$ cat src/rtl/ahb_burst_cmd.sv
// AHB burst to AXI AW/AR command converter. Undefined-length INCR bursts are counted
// beat by beat and split into MAX_INCR_LEN-beat commands.
module ahb_burst_cmd #(
   parameter int unsigned ADDR_WIDTH   = 32,
   parameter int unsigned ID_WIDTH     = 4,
   parameter int unsigned CMD_ID       = 0,
   parameter int unsigned MAX_INCR_LEN = 16
) (
   input  logic                  clk,
   input  logic                  rst,
   input  logic [ADDR_WIDTH-1:0] HADDR,
   input  logic [2:0]            HBURST,
   input  logic [2:0]            HSIZE,
   input  logic [1:0]            HTRANS,
   input  logic                  HWRITE,
   input  logic                  HREADY,
   output logic                  HREADYOUT,
   output logic                  AWVALID,
   input  logic                  AWREADY,
   output logic [ADDR_WIDTH-1:0] AWADDR,
   output logic [7:0]            AWLEN,
   output logic [2:0]            AWSIZE,
   output logic [1:0]            AWBURST,
   output logic [ID_WIDTH-1:0]   AWID,
   output logic                  ARVALID,
   input  logic                  ARREADY,
   output logic [ADDR_WIDTH-1:0] ARADDR,
   output logic [7:0]            ARLEN,
   output logic [2:0]            ARSIZE,
   output logic [1:0]            ARBURST,
   output logic [ID_WIDTH-1:0]   ARID
);

   localparam logic [1:0] TrIdle   = 2'b00;
   localparam logic [1:0] TrNonseq = 2'b10;
   localparam logic [1:0] TrSeq    = 2'b11;

   localparam logic [1:0] AxiFixed = 2'b00;
   localparam logic [1:0] AxiIncr  = 2'b01;
   localparam logic [1:0] AxiWrap  = 2'b10;

   typedef enum logic [1:0] {S_IDLE, S_COUNT, S_ISSUE} state_e;

   state_e                  state_q, state_d;
   logic [ADDR_WIDTH-1:0]   cmd_addr_q, cmd_addr_d;
   logic [2:0]              cmd_size_q, cmd_size_d;
   logic                    cmd_write_q, cmd_write_d;
   logic [7:0]              cmd_len_q, cmd_len_d;
   logic [1:0]              cmd_burst_q, cmd_burst_d;
   logic [8:0]              beat_cnt_q, beat_cnt_d;
   logic                    cont_q, cont_d;

   logic is_term;
   logic at_cap;
   logic handshake;
   logic hready_out;
   logic aw_valid;
   logic ar_valid;

   // IDLE/NONSEQ end an undefined INCR; a SEQ at the cap is stalled and starts a continuation.
   assign is_term   = (HTRANS == TrIdle) || (HTRANS == TrNonseq);
   assign at_cap    = (HTRANS == TrSeq) && (beat_cnt_q == 9'(MAX_INCR_LEN));
   assign handshake = (state_q == S_ISSUE) && (cmd_write_q ? AWREADY : ARREADY);

   always_ff @(posedge clk) begin
      if (rst) begin
         state_q     <= S_IDLE;
         cmd_addr_q  <= '0;
         cmd_size_q  <= '0;
         cmd_write_q <= 1'b0;
         cmd_len_q   <= '0;
         cmd_burst_q <= '0;
         beat_cnt_q  <= '0;
         cont_q      <= 1'b0;
      end else begin
         state_q     <= state_d;
         cmd_addr_q  <= cmd_addr_d;
         cmd_size_q  <= cmd_size_d;
         cmd_write_q <= cmd_write_d;
         cmd_len_q   <= cmd_len_d;
         cmd_burst_q <= cmd_burst_d;
         beat_cnt_q  <= beat_cnt_d;
         cont_q      <= cont_d;
      end
   end

   always_comb begin
      state_d     = state_q;
      cmd_addr_d  = cmd_addr_q;
      cmd_size_d  = cmd_size_q;
      cmd_write_d = cmd_write_q;
      cmd_len_d   = cmd_len_q;
      cmd_burst_d = cmd_burst_q;
      beat_cnt_d  = beat_cnt_q;
      cont_d      = cont_q;
      unique case (state_q)
         S_IDLE: begin
            if (HREADY && (HTRANS == TrNonseq)) begin
               cmd_addr_d  = HADDR;
               cmd_size_d  = HSIZE;
               cmd_write_d = HWRITE;
               beat_cnt_d  = '0;
               cont_d      = 1'b0;
               cmd_len_d   = '0;
               state_d     = S_ISSUE;
               if (HBURST == 3'b000) begin
                  cmd_burst_d = AxiFixed;
               end else if (HBURST == 3'b001) begin
                  cmd_burst_d = AxiIncr;
                  beat_cnt_d  = 9'd1;
                  state_d     = S_COUNT;
               end else begin
                  // Odd encodings are INCRx, even ones WRAPx; HBURST[2:1] selects 4/8/16.
                  cmd_burst_d = HBURST[0] ? AxiIncr : AxiWrap;
                  case (HBURST[2:1])
                     2'b01:   cmd_len_d = 8'd3;
                     2'b10:   cmd_len_d = 8'd7;
                     default: cmd_len_d = 8'd15;
                  endcase
               end
            end
         end
         S_COUNT: begin
            if (is_term || at_cap) begin
               cont_d = at_cap;
               if (beat_cnt_q == 9'd0) begin
                  state_d = S_IDLE;
               end else begin
                  cmd_len_d = 8'(beat_cnt_q - 9'd1);
                  state_d   = S_ISSUE;
               end
            end else if (HREADY && (HTRANS == TrSeq)) begin
               beat_cnt_d = beat_cnt_q + 9'd1;
            end
         end
         S_ISSUE: begin
            if (handshake) begin
               if (cont_q) begin
                  cmd_addr_d = cmd_addr_q + (ADDR_WIDTH'(MAX_INCR_LEN) << cmd_size_q);
                  beat_cnt_d = '0;
                  state_d    = S_COUNT;
               end else begin
                  state_d = S_IDLE;
               end
            end
         end
         default: state_d = S_IDLE;
      endcase
   end

   always_comb begin
      hready_out = 1'b1;
      aw_valid   = 1'b0;
      ar_valid   = 1'b0;
      unique case (state_q)
         S_IDLE:  hready_out = 1'b1;
         S_COUNT: hready_out = !(is_term || at_cap);
         S_ISSUE: begin
            hready_out = 1'b0;
            aw_valid   = cmd_write_q;
            ar_valid   = !cmd_write_q;
         end
         default: hready_out = 1'b1;
      endcase
   end

   assign HREADYOUT = hready_out;
   assign AWVALID   = aw_valid;
   assign ARVALID   = ar_valid;
   assign AWADDR    = cmd_addr_q;
   assign ARADDR    = cmd_addr_q;
   assign AWLEN     = cmd_len_q;
   assign ARLEN     = cmd_len_q;
   assign AWSIZE    = cmd_size_q;
   assign ARSIZE    = cmd_size_q;
   assign AWBURST   = cmd_burst_q;
   assign ARBURST   = cmd_burst_q;
   assign AWID      = ID_WIDTH'(CMD_ID);
   assign ARID      = ID_WIDTH'(CMD_ID);

endmodule

$ cat config.mk
export PLATFORM = sky130hd
export DESIGN_NAME = ahb_burst_cmd
export DESIGN_NICKNAME = d
export VERILOG_FILES = /design/src/rtl/ahb_burst_cmd.sv
export SDC_FILE = /design/constraint.sdc
export NUM_CORES = 1
export LEC_CHECK = 0
export CAP_MARGIN = 20
export CORE_MARGIN = 3
export CORE_UTILIZATION = 42
export DETAILED_ROUTE_END_ITERATION = 10
export GPL_TIMING_DRIVEN = 0
export PLACE_DENSITY_LB_ADDON = 0.25
export SETUP_SLACK_MARGIN = 0.15
export SKIP_LAST_GASP = 1
export SYNTH_ARGS = -nofsm -noshare
export SYNTH_HDL_FRONTEND = slang
export SYNTH_SLANG_ARGS = --single-unit
$ cat constraint.sdc
create_clock -name clk -period 2.25 [get_ports clk]
set_input_delay 0.675 -clock clk [delete_from_list [all_inputs] [get_ports clk]]
set_output_delay 0.675 -clock clk [all_outputs]
set_load 0.005 [all_outputs]
### Word level (Yosys, flattened, before mapping)

Cells that the tools add are included.

| word-level totals | value |
|---|---|
| memory bits (read-only) | 0 |
| register bits | 58 |
| memory bits (writable) | 0 |
| word-level logic and storage cells | 85 |
| memories | 0 |
| bits of input ports | 46 |
| bits in latches | 0 |

| operators by class | value |
|---|---|
| multipliers | 0 |
| equal/unequal tests | 15 |
| muxes and demuxes | 37 |
| bitwise operators | 0 |
| reduce and logical (&&, ||, !) cells | 21 |
| div/mod/pow operators | 0 |
| order comparisons | 0 |
| add/subtract/negate cells | 3 |
| shifts and indexed selects | 1 |

Operators with widths:

| operator | count |
|---|---|
| $mux 32 | 3 |
| $pmux 32 s2 | 1 |
| $mux 9 | 5 |
| $add 32x32->32 | 1 |
| $shl 5x3->32 const A | 1 |
| $pmux 9 s3 | 1 |
| $mux 8 | 3 |
| $mux 2 | 9 |
| $pmux 8 s2 | 1 |
| $ne 2x2->1 const B | 7 |
| $add 9x1->9 const B | 1 |
| $eq 9x5->1 const B | 1 |
| $logic_not 9->1 | 1 |
| $eq 2x2->1 const B | 4 |
| $mux 1 | 8 |
| $mux 4 | 2 |
| $pmux 4 s2 | 1 |
| $reduce_and 4->1 | 2 |
| $sub 8x1->8 const B | 1 |
| $pmux 2 s3 | 1 |
| $reduce_and 3->1 | 2 |
| $reduce_and 6->1 | 1 |
| $eq 2x1->1 const B | 2 |
| $logic_and 1x1->1 | 4 |
| other kinds (9) | 14 |

### Longest topological paths before layout

| depth | value |
|---|---|
| depth in word-level cells | 6 |
| mapped depth | 11 |
| mapped depth without buffers | 9 |

### Worst setup path after synthesis

OpenSTA, ideal clock, no wires.

| path | value |
|---|---|
| path kind | flip-flop to flip-flop |
| start point | reg cmd_size_q[2], in the netlist ARSIZE[2] |
| end point | reg cmd_addr_q[18], in the netlist ARADDR[18] |
| setup time | 0.074 ns |
| required time | 2.176 ns |
| arrival | 2.411 ns |
| setup slack | -0.236 ns |
| cell stages (with the launch flop) | 12 |
| cells stage by stage | dfxtp_1 > clkbuf_1 > nor3_1 > ha_1 > inv_1 > fa_1 > nor2b_1 > o31a_1 > o21ai_2 > buf_4 > or3_1 > a31oi_1 |

| on the way | value |
|---|---|
| longest elaborated chain between the ends | 5 |

Ends and longest elaborated chain:

| what | RTL line | RTL |
|---|---|---|
| from (decl) | 46 | `logic [2:0] cmd_size_q, cmd_size_d;` |
| from (signal assigned) | 78 | `cmd_size_q <= cmd_size_d;` |
| $shl 5x3->32 | 139 | `cmd_addr_d = cmd_addr_q + (ADDR_WIDTH'(MAX_INCR_LEN) << cmd_size_q);` |
| $add 32x32->32 | 139 |  |
| $mux 32 | 138 | `if (cont_q) begin` |
| $mux 32 | 137 | `if (handshake) begin` |
| $pmux 32 s2 | 96 | `unique case (state_q)` |
| to (signal assigned) | 77 | `cmd_addr_q <= cmd_addr_d;` |
| to (decl) | 45 | `logic [ADDR_WIDTH-1:0] cmd_addr_q, cmd_addr_d;` |

No other way between the ends. The select of a mux whose other input is x is not followed.
A chain may end at the register's enable or synchronous reset.

### Worst setup path after layout

| path | value |
|---|---|
| start point | reg cmd_size_q[1], in the netlist ARSIZE[1] |
| end point | reg cmd_addr_q[18], in the netlist ARADDR[18] |

Same word-level chain as after synthesis.

==> results <==
## synth_stat cells (all sizes together), types with 2 or more instances
library cell / number / area share (%)
buf: 73 / 12
dfxtp: 58 / 27
nor2: 47 / 4.1
nand2: 41 / 3.6
a21oi: 34 / 3.9
nand3: 27 / 3.2
inv: 18 / 1.6
nor3: 18 / 2.7
ha: 16 / 4.6
a211oi: 15 / 2.6
nand4: 15 / 2.3
o21ai: 14 / 1.7
a31oi: 13 / 1.9
and3: 13 / 1.9
clkbuf: 13 / 1.1
xor2: 13 / 2.6
mux2i: 10 / 2.3
o211ai: 10 / 1.8
or3: 9 / 1.3
a22oi: 7 / 1.2
nor2b: 7 / 1.0
nor4: 7 / 1.0
o22ai: 6 / 0.86
or4: 6 / 1.0
and4: 4 / 0.81
nand2b: 4 / 0.58
o32ai: 4 / 0.81
a2bb2oi: 3 / 0.75
mux2: 3 / 0.78
nor3b: 3 / 0.52
o311ai: 3 / 0.60
o31ai: 3 / 0.52
a21o: 2 / 0.35
a32oi: 2 / 0.58
and2: 2 / 0.29
and3b: 2 / 0.40
nand3b: 2 / 0.35
nand4b: 2 / 0.40
o2111ai: 2 / 0.40
o21a: 2 / 0.35
o221ai: 2 / 0.55
o31a: 2 / 0.40
or2: 2 / 0.29
## area by class of cell
type                       instances  area [sq um]
fill                             701          2580
multi-input combinational        399          3090
timing repair buffer             199          1900
tap                              133           166
sequential                        58          1210
clock inverter                     4          50.0
buffer                            85           676
inverter                          18          80.1
clock buffer                      12           155
## path summary, 6_finish.rpt
| check | endpoint | cells past startpoint | slack, ps |
|---|---|---|---|
| worst min-delay path | ARBURST[0] | 2 | 480 |
| worst min register to register | ARBURST[0] | 2 | 480 |
| worst max register to register | ARADDR[18] | 11 | -280 |
| worst max-delay path | ARADDR[18] | 11 | -280 |
## state kept, by name (all words and copies together) (netlist names)
signal,cells
ARADDR,32
ARSIZE,3
ARBURST,2
state_q,2
cont_q,1
ARLEN,8
beat_cnt_q,9
cmd_write_q,1
## routing by layer
metal	wire, um	GRT usage, %	vias up	share of wire, %
li1	-	-	2417	-
met1	6750	33.8	2556	37
met2	8990	48.4	405	49
met3	1680	6.54	114	9.1
met4	1030	11.6	0	5.6
met5	0	0	-	0
## metrics by stage
stage | worst slack (ps) | setup TNS [ps] | cells | cell area, sq um | hold WS (ps)
floorplan | -84.9 | -335 | 561 | 4440 | 463
global placement | -757 | -24510 | 832 | 5990 | 460
detailed placement | -767 | -26710 | 832 | 5990 | 468
CTS | -163 | -1280 | 894 | 6990 | 478
global route | -329 | -4790 | 908 | 7330 | 491
finish | -277 | -3170 | 908 | 7330 | 477
## where the power goes
part	switching (mW)	internal, mW
Combinational	1.22	1.38
Clock	0.444	0.570
Sequential	0.232	1.18
## cells by family (layout without fill, tap and decap cells)
kind of cell,after synthesis,count (layout),share of synthesized area [%]
other,1,8,0.0863
AO/OA/AOI/OAI,133,133,21.2
multiplexers,13,13,3.08
buffers and inverters,104,318,14.3
flip-flops,58,58,26.7
AND/OR/NAND/NOR,214,214,26.7
XOR/XNOR,14,14,2.82
adder cells (fa/ha/maj),17,17,5.07
## worst max-delay path: stages, from the launching register on
cell and delay, ps:
dfxtp_2 340, buf_8 130, nor3_4 180, ha_2 220
inv_2 40, fa_2 360, nor2b_4 130, o31a_1 260
o21ai_4 100, buf_6 150, or3_1 340, a31oi_1 190
## what timing repair did
| action | 4_1_cts | 5_1_grt |
|---|---|---|
| buffers inserted | 44 | 15 |
| endpoints found under the setup margin | 75 | 61 |
| gates resized for setup | 144 | 58 |
| pin swaps | 47 | 35 |
| gates cloned | 2 | 0 |
==> key figures <==
Outcome
  – Status: complete, but fails checks
  – Failing checks: negative setup slack

Power and ir drop
  – Total power: 5.03 mW
  – Pwr Density: 685 mW/mm^2
  – Static Leak: 2.85 nW
  – Max VDD drop: 0.000385 V

Global route
  – Global-route total usage across every layer: 28.2%
  – Largest net degree at the start of global routing: 11
  – Vias in the first global route: 5158
  – GRT overflow: 0
  – First-pass GRT wire length: 26.2 mm
  – Initial antenna violation count: 0

Synth
  – Post-synth EDFFs: 0
  – Mapped Area: 0.00435 sq mm
  – Cells after synthesis: 554
  – Synth Flop Type: dfxtp_1
  – Flops & latches, synth: 58
  – Register area share after synthesis: 26.7%
  – Post-synth cell types: 72
  – Ys async rst share: 0%
  – Synth warnings: 0
  – Syn_area_per_cell: 7.85 sq um

Min path
  – Min-Delay Path Class: reg2reg
  – Hold wc startpoint: ARBURST[0]

Layout
  – Utilization of the core after routing: 74.0%
  – P&R area growth vs syn: 68.7%
  – Antenna cell count: 0
  – Most frequent cells in the layout: clkdlybuf4s50_1 (132), buf_4 (100), nor2_1 (45), nand2_1 (36), a21oi_1 (30)
  – Layout cells sized above 1: 34.5%
  – Most common cell after layout, fill and taps aside: clkdlybuf4s50_1
  – Nets@finish: 833

Worst setup path
  – CP Capture Type: flip-flop
  – Worst Path Max Fanout: 5
  – CP required: 2510 ps
  – Critical path class: reg2reg
  – Worst Setup SP: ARSIZE[1]
  – RR Startpoint: ARSIZE[1]
  – Critical Path Start Type: flip-flop
  – Worst Path Arrival: 2780 ps

Timing
  – Minimum clock period: 2530 ps
  – Worst slew pin tran: 795 ps
  – Clock skew: 10.6 ps
  – Slew headroom: 47.0%
  – Fmax: 0.396 GHz
  – RSZ-0062 raised after global routing: true
  – Period utilization: 112%
  – Setup ws final: -277 ps
  – Final hold vios: 0
  – Final setup fails: 21
  – Final Max Slew Viols: 0

Clocking
  – TritonCTS clock tree: built
  – Clock latency on the worst-skew pair: 340 ps
  – Clk root buf: clkbuf_8
  – TritonCTS Sinks: 58
  – Hold-fix buffers, CTS: 0
  – CTS Buf Count: 9
  – CTS H-tree lvls: 3
  – Clock transition at the registers of the reported paths: 70 ps
  – Max Root-Sink Buffers: 2

Floorplan
  – Die Height: 108 um
  – Row count: 36
  – Die Wd: 108 um
  – Ports: 147
  – Initial Utilization: 43.9%
  – Die area: 0.0116 sq mm
  – Floorplan core area: 0.00991 sq mm

Route
  – Drt drc: 0
  – Detailed Route WL: 18.5 mm
  – DRT iter0 DRCs: 597
  – ANT nets after route: 0
  – Routed vias: 5492
  – DR vias/cell: 6.05
  – First-pass DRT Iterations: 6
  – Drt wl/cell: 20.3 um

Placement
  – I/O Buffers: 138
  – Post-DP HPWL: 10.9 mm
  – RD Place Congestion: 0.942

Job
  – Max Cap Viol: 0
(Power assumes the default switching activity.)
